$ cat src/rtl/segasys1_pkg.sv
// Shared definitions for the Sega System 1 sprite ROM fetch path:
// controller states, default address width and byte-lane helpers.
package segasys1_pkg;

  // Default byte address width of the sprite ROM space.
  localparam int unsigned SprAw = 18;

  // Byte-lane enables on the 16-bit memory port.
  localparam logic [1:0] BeLo   = 2'b01;
  localparam logic [1:0] BeHi   = 2'b10;
  localparam logic [1:0] BeWord = 2'b11;

  typedef enum logic [1:0] {
    StIdle,
    StRd,
    StWr
  } spr_state_e;

  // Even byte address lives in bits 7:0, odd in bits 15:8.
  function automatic logic [7:0] lane_byte(logic [15:0] word, logic hi);
    return hi ? word[15:8] : word[7:0];
  endfunction

  function automatic logic [1:0] lane_be(logic hi);
    return hi ? BeHi : BeLo;
  endfunction

endpackage

$ cat src/rtl/segasys1_sprrom_ctl.sv
// Sprite chip-ROM fetch controller and arbiter. Renderer byte reads are served
// through a one-word cache; loader byte writes share the 16-bit memory port and
// win arbitration. Define SPRROM_CACHE_EN to build the cache; without it every
// read goes to memory and writes skip the tag compare.
module segasys1_sprrom_ctl
  import segasys1_pkg::*;
#(
  parameter int unsigned AW = SprAw
) (
  input  logic          VCLKx8,
  input  logic          RESET_N,
  input  logic          SPR_REQ,
  input  logic [AW-1:0] SPR_ADDR,
  output logic          SPR_BUSY,
  output logic          SPR_VALID,
  output logic [7:0]    SPR_DATA,
  input  logic          LD_WE,
  input  logic [AW-1:0] LD_ADDR,
  input  logic [7:0]    LD_DATA,
  output logic          LD_BUSY,
  output logic          MEM_REQ,
  output logic          MEM_WE,
  output logic [AW-2:0] MEM_ADDR,
  output logic [1:0]    MEM_BE,
  output logic [15:0]   MEM_WDATA,
  input  logic          MEM_ACK,
  input  logic [15:0]   MEM_RDATA
);

  spr_state_e state_q, state_d;

  logic          spr_pend_q, spr_pend_d;
  logic [AW-1:0] spr_addr_q, spr_addr_d;
  logic          ld_pend_q, ld_pend_d;
  logic [AW-1:0] ld_addr_q, ld_addr_d;
  logic [7:0]    ld_data_q, ld_data_d;
  logic          spr_busy_q, spr_busy_d;
  logic          spr_valid_q, spr_valid_d;
  logic [7:0]    spr_data_q, spr_data_d;
  logic          mem_req_q, mem_req_d;
  logic          mem_we_q, mem_we_d;
  logic [AW-2:0] mem_addr_q, mem_addr_d;
  logic [1:0]    mem_be_q, mem_be_d;
  logic [15:0]   mem_wdata_q, mem_wdata_d;

  // Requests are only accepted while the matching BUSY is low; the accepting
  // edge already sees them, so a hit answers with one cycle of latency.
  logic          spr_acc, ld_acc, mem_ack;
  logic          spr_pend_eff, ld_pend_eff;
  logic [AW-1:0] spr_addr_eff, ld_addr_eff;
  logic [7:0]    ld_data_eff;
  logic          cache_hit;
  logic [7:0]    cache_byte;

  assign spr_acc      = SPR_REQ & ~spr_busy_q;
  assign ld_acc       = LD_WE & ~ld_pend_q;
  assign mem_ack      = MEM_ACK & mem_req_q;
  assign spr_pend_eff = spr_pend_q | spr_acc;
  assign spr_addr_eff = spr_acc ? SPR_ADDR : spr_addr_q;
  assign ld_pend_eff  = ld_pend_q | ld_acc;
  assign ld_addr_eff  = ld_acc ? LD_ADDR : ld_addr_q;
  assign ld_data_eff  = ld_acc ? LD_DATA : ld_data_q;

`ifdef SPRROM_CACHE_EN
  logic [AW-2:0] tag_q, tag_d;
  logic [15:0]   word_q, word_d;
  logic          cval_q, cval_d;

  assign cache_hit  = cval_q && (tag_q == spr_addr_eff[AW-1:1]);
  assign cache_byte = lane_byte(word_q, spr_addr_eff[0]);

  // Fill on read completion; a write to the cached word invalidates it.
  always_comb begin
    tag_d  = tag_q;
    word_d = word_q;
    cval_d = cval_q;
    if (state_q == StRd && mem_ack) begin
      tag_d  = mem_addr_q;
      word_d = MEM_RDATA;
      cval_d = 1'b1;
    end else if (state_q == StWr && mem_ack && mem_addr_q == tag_q) begin
      cval_d = 1'b0;
    end
  end

  // Cache entry registers.
  always_ff @(posedge VCLKx8 or negedge RESET_N) begin
    if (!RESET_N) begin
      tag_q  <= '0;
      word_q <= '0;
      cval_q <= 1'b0;
    end else begin
      tag_q  <= tag_d;
      word_q <= word_d;
      cval_q <= cval_d;
    end
  end
`else
  assign cache_hit  = 1'b0;
  assign cache_byte = 8'h00;
`endif

  // State register.
  always_ff @(posedge VCLKx8 or negedge RESET_N) begin
    if (!RESET_N) state_q <= StIdle;
    else          state_q <= state_d;
  end

  // Next state: loader first, then a read that misses the cache.
  always_comb begin
    state_d = state_q;
    unique case (state_q)
      StIdle: begin
        if (ld_pend_eff)                    state_d = StWr;
        else if (spr_pend_eff && !cache_hit) state_d = StRd;
      end
      StWr:    if (mem_ack) state_d = StIdle;
      StRd:    if (mem_ack) state_d = StIdle;
      default: state_d = StIdle;
    endcase
  end

  // Outputs and request bookkeeping; all outputs leave through registers.
  always_comb begin
    spr_pend_d  = spr_pend_eff;
    spr_addr_d  = spr_addr_eff;
    ld_pend_d   = ld_pend_eff;
    ld_addr_d   = ld_addr_eff;
    ld_data_d   = ld_data_eff;
    spr_valid_d = 1'b0;
    spr_data_d  = spr_data_q;
    mem_req_d   = mem_req_q;
    mem_we_d    = mem_we_q;
    mem_addr_d  = mem_addr_q;
    mem_be_d    = mem_be_q;
    mem_wdata_d = mem_wdata_q;
    unique case (state_q)
      StIdle: begin
        if (ld_pend_eff) begin
          mem_req_d   = 1'b1;
          mem_we_d    = 1'b1;
          mem_addr_d  = ld_addr_eff[AW-1:1];
          mem_be_d    = lane_be(ld_addr_eff[0]);
          mem_wdata_d = {ld_data_eff, ld_data_eff};
        end else if (spr_pend_eff) begin
          if (cache_hit) begin
            spr_valid_d = 1'b1;
            spr_data_d  = cache_byte;
            spr_pend_d  = 1'b0;
          end else begin
            mem_req_d  = 1'b1;
            mem_we_d   = 1'b0;
            mem_addr_d = spr_addr_eff[AW-1:1];
            mem_be_d   = BeWord;
          end
        end
      end
      StWr: begin
        if (mem_ack) begin
          mem_req_d = 1'b0;
          ld_pend_d = 1'b0;
        end
      end
      StRd: begin
        if (mem_ack) begin
          mem_req_d   = 1'b0;
          spr_valid_d = 1'b1;
          spr_data_d  = lane_byte(MEM_RDATA, spr_addr_q[0]);
          spr_pend_d  = 1'b0;
        end
      end
      default: ;
    endcase
    // Busy covers the answering cycle so a request there is not lost.
    spr_busy_d = spr_pend_d | spr_valid_d;
  end

  // Datapath and output registers.
  always_ff @(posedge VCLKx8 or negedge RESET_N) begin
    if (!RESET_N) begin
      spr_pend_q  <= 1'b0;
      spr_addr_q  <= '0;
      ld_pend_q   <= 1'b0;
      ld_addr_q   <= '0;
      ld_data_q   <= '0;
      spr_busy_q  <= 1'b0;
      spr_valid_q <= 1'b0;
      spr_data_q  <= '0;
      mem_req_q   <= 1'b0;
      mem_we_q    <= 1'b0;
      mem_addr_q  <= '0;
      mem_be_q    <= '0;
      mem_wdata_q <= '0;
    end else begin
      spr_pend_q  <= spr_pend_d;
      spr_addr_q  <= spr_addr_d;
      ld_pend_q   <= ld_pend_d;
      ld_addr_q   <= ld_addr_d;
      ld_data_q   <= ld_data_d;
      spr_busy_q  <= spr_busy_d;
      spr_valid_q <= spr_valid_d;
      spr_data_q  <= spr_data_d;
      mem_req_q   <= mem_req_d;
      mem_we_q    <= mem_we_d;
      mem_addr_q  <= mem_addr_d;
      mem_be_q    <= mem_be_d;
      mem_wdata_q <= mem_wdata_d;
    end
  end

  assign SPR_BUSY  = spr_busy_q;
  assign SPR_VALID = spr_valid_q;
  assign SPR_DATA  = spr_data_q;
  assign LD_BUSY   = ld_pend_q;
  assign MEM_REQ   = mem_req_q;
  assign MEM_WE    = mem_we_q;
  assign MEM_ADDR  = mem_addr_q;
  assign MEM_BE    = mem_be_q;
  assign MEM_WDATA = mem_wdata_q;

endmodule

$ cat config.mk
export PLATFORM = sky130hd
export DESIGN_NAME = segasys1_sprrom_ctl
export DESIGN_NICKNAME = d
export VERILOG_FILES = /design/src/rtl/segasys1_pkg.sv /design/src/rtl/segasys1_sprrom_ctl.sv
export SDC_FILE = /design/constraint.sdc
export NUM_CORES = 1
export LEC_CHECK = 0
export ABC_CLOCK_PERIOD_IN_PS = 1500
export CAP_MARGIN = 10
export CORE_MARGIN = 10
export CORE_UTILIZATION = 44
export CTS_BUF_LIST = sky130_fd_sc_hd__clkbuf_8
export DETAILED_ROUTE_END_ITERATION = 10
export GPL_TIMING_DRIVEN = 0
export PLACE_DENSITY = 0.78
export RECOVER_POWER = 100
export SLEW_MARGIN = 15
export SYNTH_ARGS = -nofsm -noshare
export SYNTH_HDL_FRONTEND = slang
export SYNTH_SLANG_ARGS = --single-unit
$ cat constraint.sdc
create_clock -name VCLKx8 -period 1.5 [get_ports VCLKx8]
set_clock_uncertainty 0.15 [all_clocks]
set_input_delay 0.45 -clock VCLKx8 [delete_from_list [all_inputs] [get_ports VCLKx8]]
set_output_delay 0.45 -clock VCLKx8 [all_outputs]
set_load 0.03 [all_outputs]
==> key figures <==
Global routing
  • Largest net degree at the start of global routing: 62
  • Gr usage total: 17.2%
  • Antenna violations before repair: 0
  • Vias in the first global route: 3376
  • First-pass GRT wire length: 17.7 mm
  • GR Overflow Total: 0

Final layout
  • Synth-to-layout area growth: 64.7%
  • Layout net count: 605
  • Diodes inserted: 0
  • Fillcell total: 533
  • Multi-input logic area: 0.00171 mm^2
  • Final instance area: 0.00625 mm^2
  • Reg area: 0.00218 mm^2
  • Fraction of layout cells with a size suffix above 1: 40.0%

Logic synthesis
  • Share of the synthesized area in the top cell type: 57.4%
  • Count leader, synth: nand2_1
  • Main flop type after synthesis: dfrtp_1
  • Post-Syn Nets: 427
  • Register area share after synthesis: 57.4%
  • Multiplexer share of the synthesized area: 10.2%
  • Simple-gate share of the synthesized area: 18.0%
  • Post-Synth Adder-Cell Area: 0.989%
  • Synth Area in Compound Gates: 8.37%
  • Number of synthesized flops with an enable pin: 0
  • Most frequent cells after synthesis: nand2_1 (118), dfrtp_1 (87), mux2_2 (25)
  • Largest family of logic cells by synthesized area: simple AND/OR/NAND/NOR gates
  • Syn Std Cell Area: 0.00379 mm^2
  • Mapped Avg Cell Area: 10.6 um^2
  • Cells after Synth: 359
  • Synth area leader: dfrtp_1
  • Xor/xnor share of the synthesized area: 0%
  • Yosys reg bits: 87
  • Area contributors post-synth: dfrtp_1 (57%), nand2_1 (12%), mux2_2 (7.4%)
  • Count of cell types in the netlist: 31
  • Yosys warns: 0
  • Asr flop ratio synth: 100%

Pwr
  • Leak Pwr: 0.00311 uW
  • Switch Pwr: 5360 uW
  • Total power: 13800 uW
  • Int Pwr: 8450 uW
  • Sw frac: 38.8%
  • Combinational share of power: 57.3%
  • Flop pwr share: 30.8%
  • Ratio of total power to cell area: 2210 mW/mm^2
  • Clk network pwr share: 11.8%
  • VDD IR max: 0.00141 V

Route
  • Post-route ant nets: 0
  • Pre-Repair DR Iteration Count: 4
  • Vias per inst: 4.96
  • WL per Instance: 17.9 um
  • Initial drt markers: 156
  • Routed vias: 3206
  • DRC Markers: 0
  • Post-Route WL: 11.6 mm

CTS
  • CTS H-Tree Depth: 3
  • Root Driver: clkbuf_8
  • TritonCTS clock tree: done
  • Sink Count: 87
  • Clock Latency Late Sink: 0.35 ns
  • CTS Buf Count: 9
  • Clock transition at the registers of the reported paths: 0.09 ns
  • CTS Buffer Depth: 2

Timing
  • Setup_tns: -11.67 ns
  • Final hold violation count: 0
  • Final-report setup violation count: 146
  • Worst slew pin tran: 0.716 ns
  • Final WS setup: -0.286 ns
  • Max-slew violations: 0
  • Max frequency: 0.560 GHz
  • Setup repair after global routing missed its margin: true
  • Post-layout min period: 1.79 ns
  • Hold_ws: 0.297 ns
  • Slew headroom: 52.2%
  • Crit share post-route: 119%

Worst setup path
  • Critical path class: flip-flop to flip-flop
  • Crit path launch type: flip-flop
  • Crit path capture type: flip-flop
  • Crit path arrival time: 1.88 ns
  • FF-to-FF End: MEM_ADDR[10]
  • R2r setup slk: -0.29 ns
  • Worst reg2reg startpoint: SPR_BUSY
  • Crit-path max FO: 5
  • WP data required: 1.59 ns
  • Worst r2r path cells: 6

Floorplan
  • Core area: 0.00830 mm^2
  • I/O Pins: 113
  • DIE WIDTH: 113 um
  • Chip height: 113 um
  • Die ar.: 0.0127 mm^2
  • Initial standard-cell utilization of the core: 45.7%
  • Num rows: 33

Placement
  • DP Wirelength: 7.52 mm
  • Placed inst area: 0.00515 mm^2
  • IO buf count: 112
  • GPL Wtd Cong: 0.888

Run status
  • Status: complete, but fails checks
  • Violated checks: setup timing

Hold path
  • Worst Hold Launch: MEM_ACK
  • Cell depth of the worst hold path: 2
  • Hold endpoint: LD_BUSY
  • Worst Hold Class: input pin to flip-flop

Job
  • Max Cap Viol: 0
how the worst max path moves through the flow:
stage | to | cells after the start | start | slack (ns)
floorplan | MEM_ADDR[15] | 6 | SPR_BUSY | -0.26
global placement | SPR_BUSY | 1 | RESET_N | -3.58
detailed placement | MEM_ADDR[13] | 6 | LD_WE | -0.96
CTS | MEM_ADDR[15] | 6 | SPR_BUSY | -0.32
global route | MEM_ADDR[15] | 5 | SPR_BUSY | -0.36
finish | MEM_ADDR[10] | 6 | SPR_BUSY | -0.29
power by group through the flow:
stage          clock network [uW]  registers (uW)  logic, uW
3_5_place_dp                    0            4090       6020
4_1_cts                      1640            4160       7500
6_report                     1640            4260       7920
5_1_grt                      1730            4380       8500
3_3_place_gp                    0            4030       5880
2_1_floorplan                   0            4900       3050
cell usage in the layout, fill, tap and decap left out, types with 2 or more instances in the layout:
| master | netlist | final |
|---|---|---|
| a21oi_1 | 3 | 2 |
| a22o_1 | 17 | 17 |
| a31oi_1 | 2 | 2 |
| buf_12 | 0 | 2 |
| buf_2 | 11 | 2 |
| buf_4 | 8 | 43 |
| buf_6 | 3 | 69 |
| buf_8 | 0 | 6 |
| clkbuf_2 | 0 | 3 |
| clkbuf_8 | 0 | 12 |
| clkdlybuf4s50_1 | 0 | 60 |
| dfrtp_1 | 87 | 84 |
| dfrtp_2 | 0 | 3 |
| inv_1 | 6 | 8 |
| mux2_2 | 25 | 8 |
| mux2_4 | 1 | 18 |
| mux2i_1 | 9 | 9 |
| nand2_1 | 118 | 98 |
| nand2_2 | 0 | 16 |
| nand2_4 | 0 | 4 |
| nand2b_1 | 17 | 10 |
| nand2b_4 | 0 | 7 |
| nand3_1 | 17 | 11 |
| nand3_2 | 0 | 6 |
| nor2_1 | 4 | 3 |
| nor2_4 | 0 | 2 |
| nor2b_4 | 1 | 2 |
| o21ai_0 | 8 | 8 |
| o22a_1 | 2 | 2 |
logic make-up after synthesis:
group / Yosys count
flops: 87
fa+ha+maj: 3
buf+inv: 34
compound gates: 40
simple gates: 160
mux: 35
flip-flops by register name (all words and copies together) (netlist names):
register / cells
MEM_ADDR: 17
MEM_BE: 2
ld_data_q: 8
MEM_REQ: 1
LD_BUSY: 1
SPR_DATA: 8
MEM_WDATA: 8
MEM_WE: 1
SPR_BUSY: 1
spr_pend_q: 1
state_q: 2
SPR_VALID: 1
spr_addr_q: 18
ld_addr_q: 18
routing by layer:
metal | up-vias | track usage [%] | routed length, um | share of wire [%]
li1 | 1537 | - | - | -
met2 | 81 | 29.8 | 6120 | 53
met4 | 0 | 4.99 | 182 | 1.6
met1 | 1574 | 19.8 | 4570 | 39
met3 | 14 | 5.49 | 699 | 6.0
met5 | - | 0 | 0 | 0
worst max-delay path, cell delays in order (launching register included):
cell	delay (ns)
dfrtp_2	0.43
nor2b_4	0.15
buf_4	0.16
bufbuf_16	0.26
mux2_2	0.35
nand2b_1	0.09
nand3_1	0.08
metrics by stage:
step | util (%) | worst slack [ns] | instances
2_1_floorplan | - | -0.256 | 359
3_3_place_gp | 61.8 | -3.58 | 576
3_5_place_dp | 62.1 | -0.964 | 577
4_1_cts | 72.4 | -0.321 | 629
5_1_grt | 75.3 | -0.358 | 647
6_report | 75.3 | -0.286 | 647
final cells by class:
class,count,area share (%)
Buffer,24,4.38
Multi-Input combinational cell,238,27.4
Clock buffer,10,2.20
Clock inverter,6,0.861
Sequential cell,87,34.9
Timing Repair Buffer,171,27.8
Inverter,6,0.360
Tap cell,105,2.10
what timing repair did:
| item | 4_1_cts | 5_1_grt |
|---|---|---|
| endpoints found under the setup margin | 130 | 118 |
| hold buffers | 1 | 0 |
| gates resized for setup | 412 | 41 |
| pin swaps | 18 | 16 |
| buffers inserted | 32 | 22 |
| endpoints found under the hold margin | 26 | 0 |
| cloned | 4 | 1 |
Note: power is estimated with default switching activity, not from simulation.
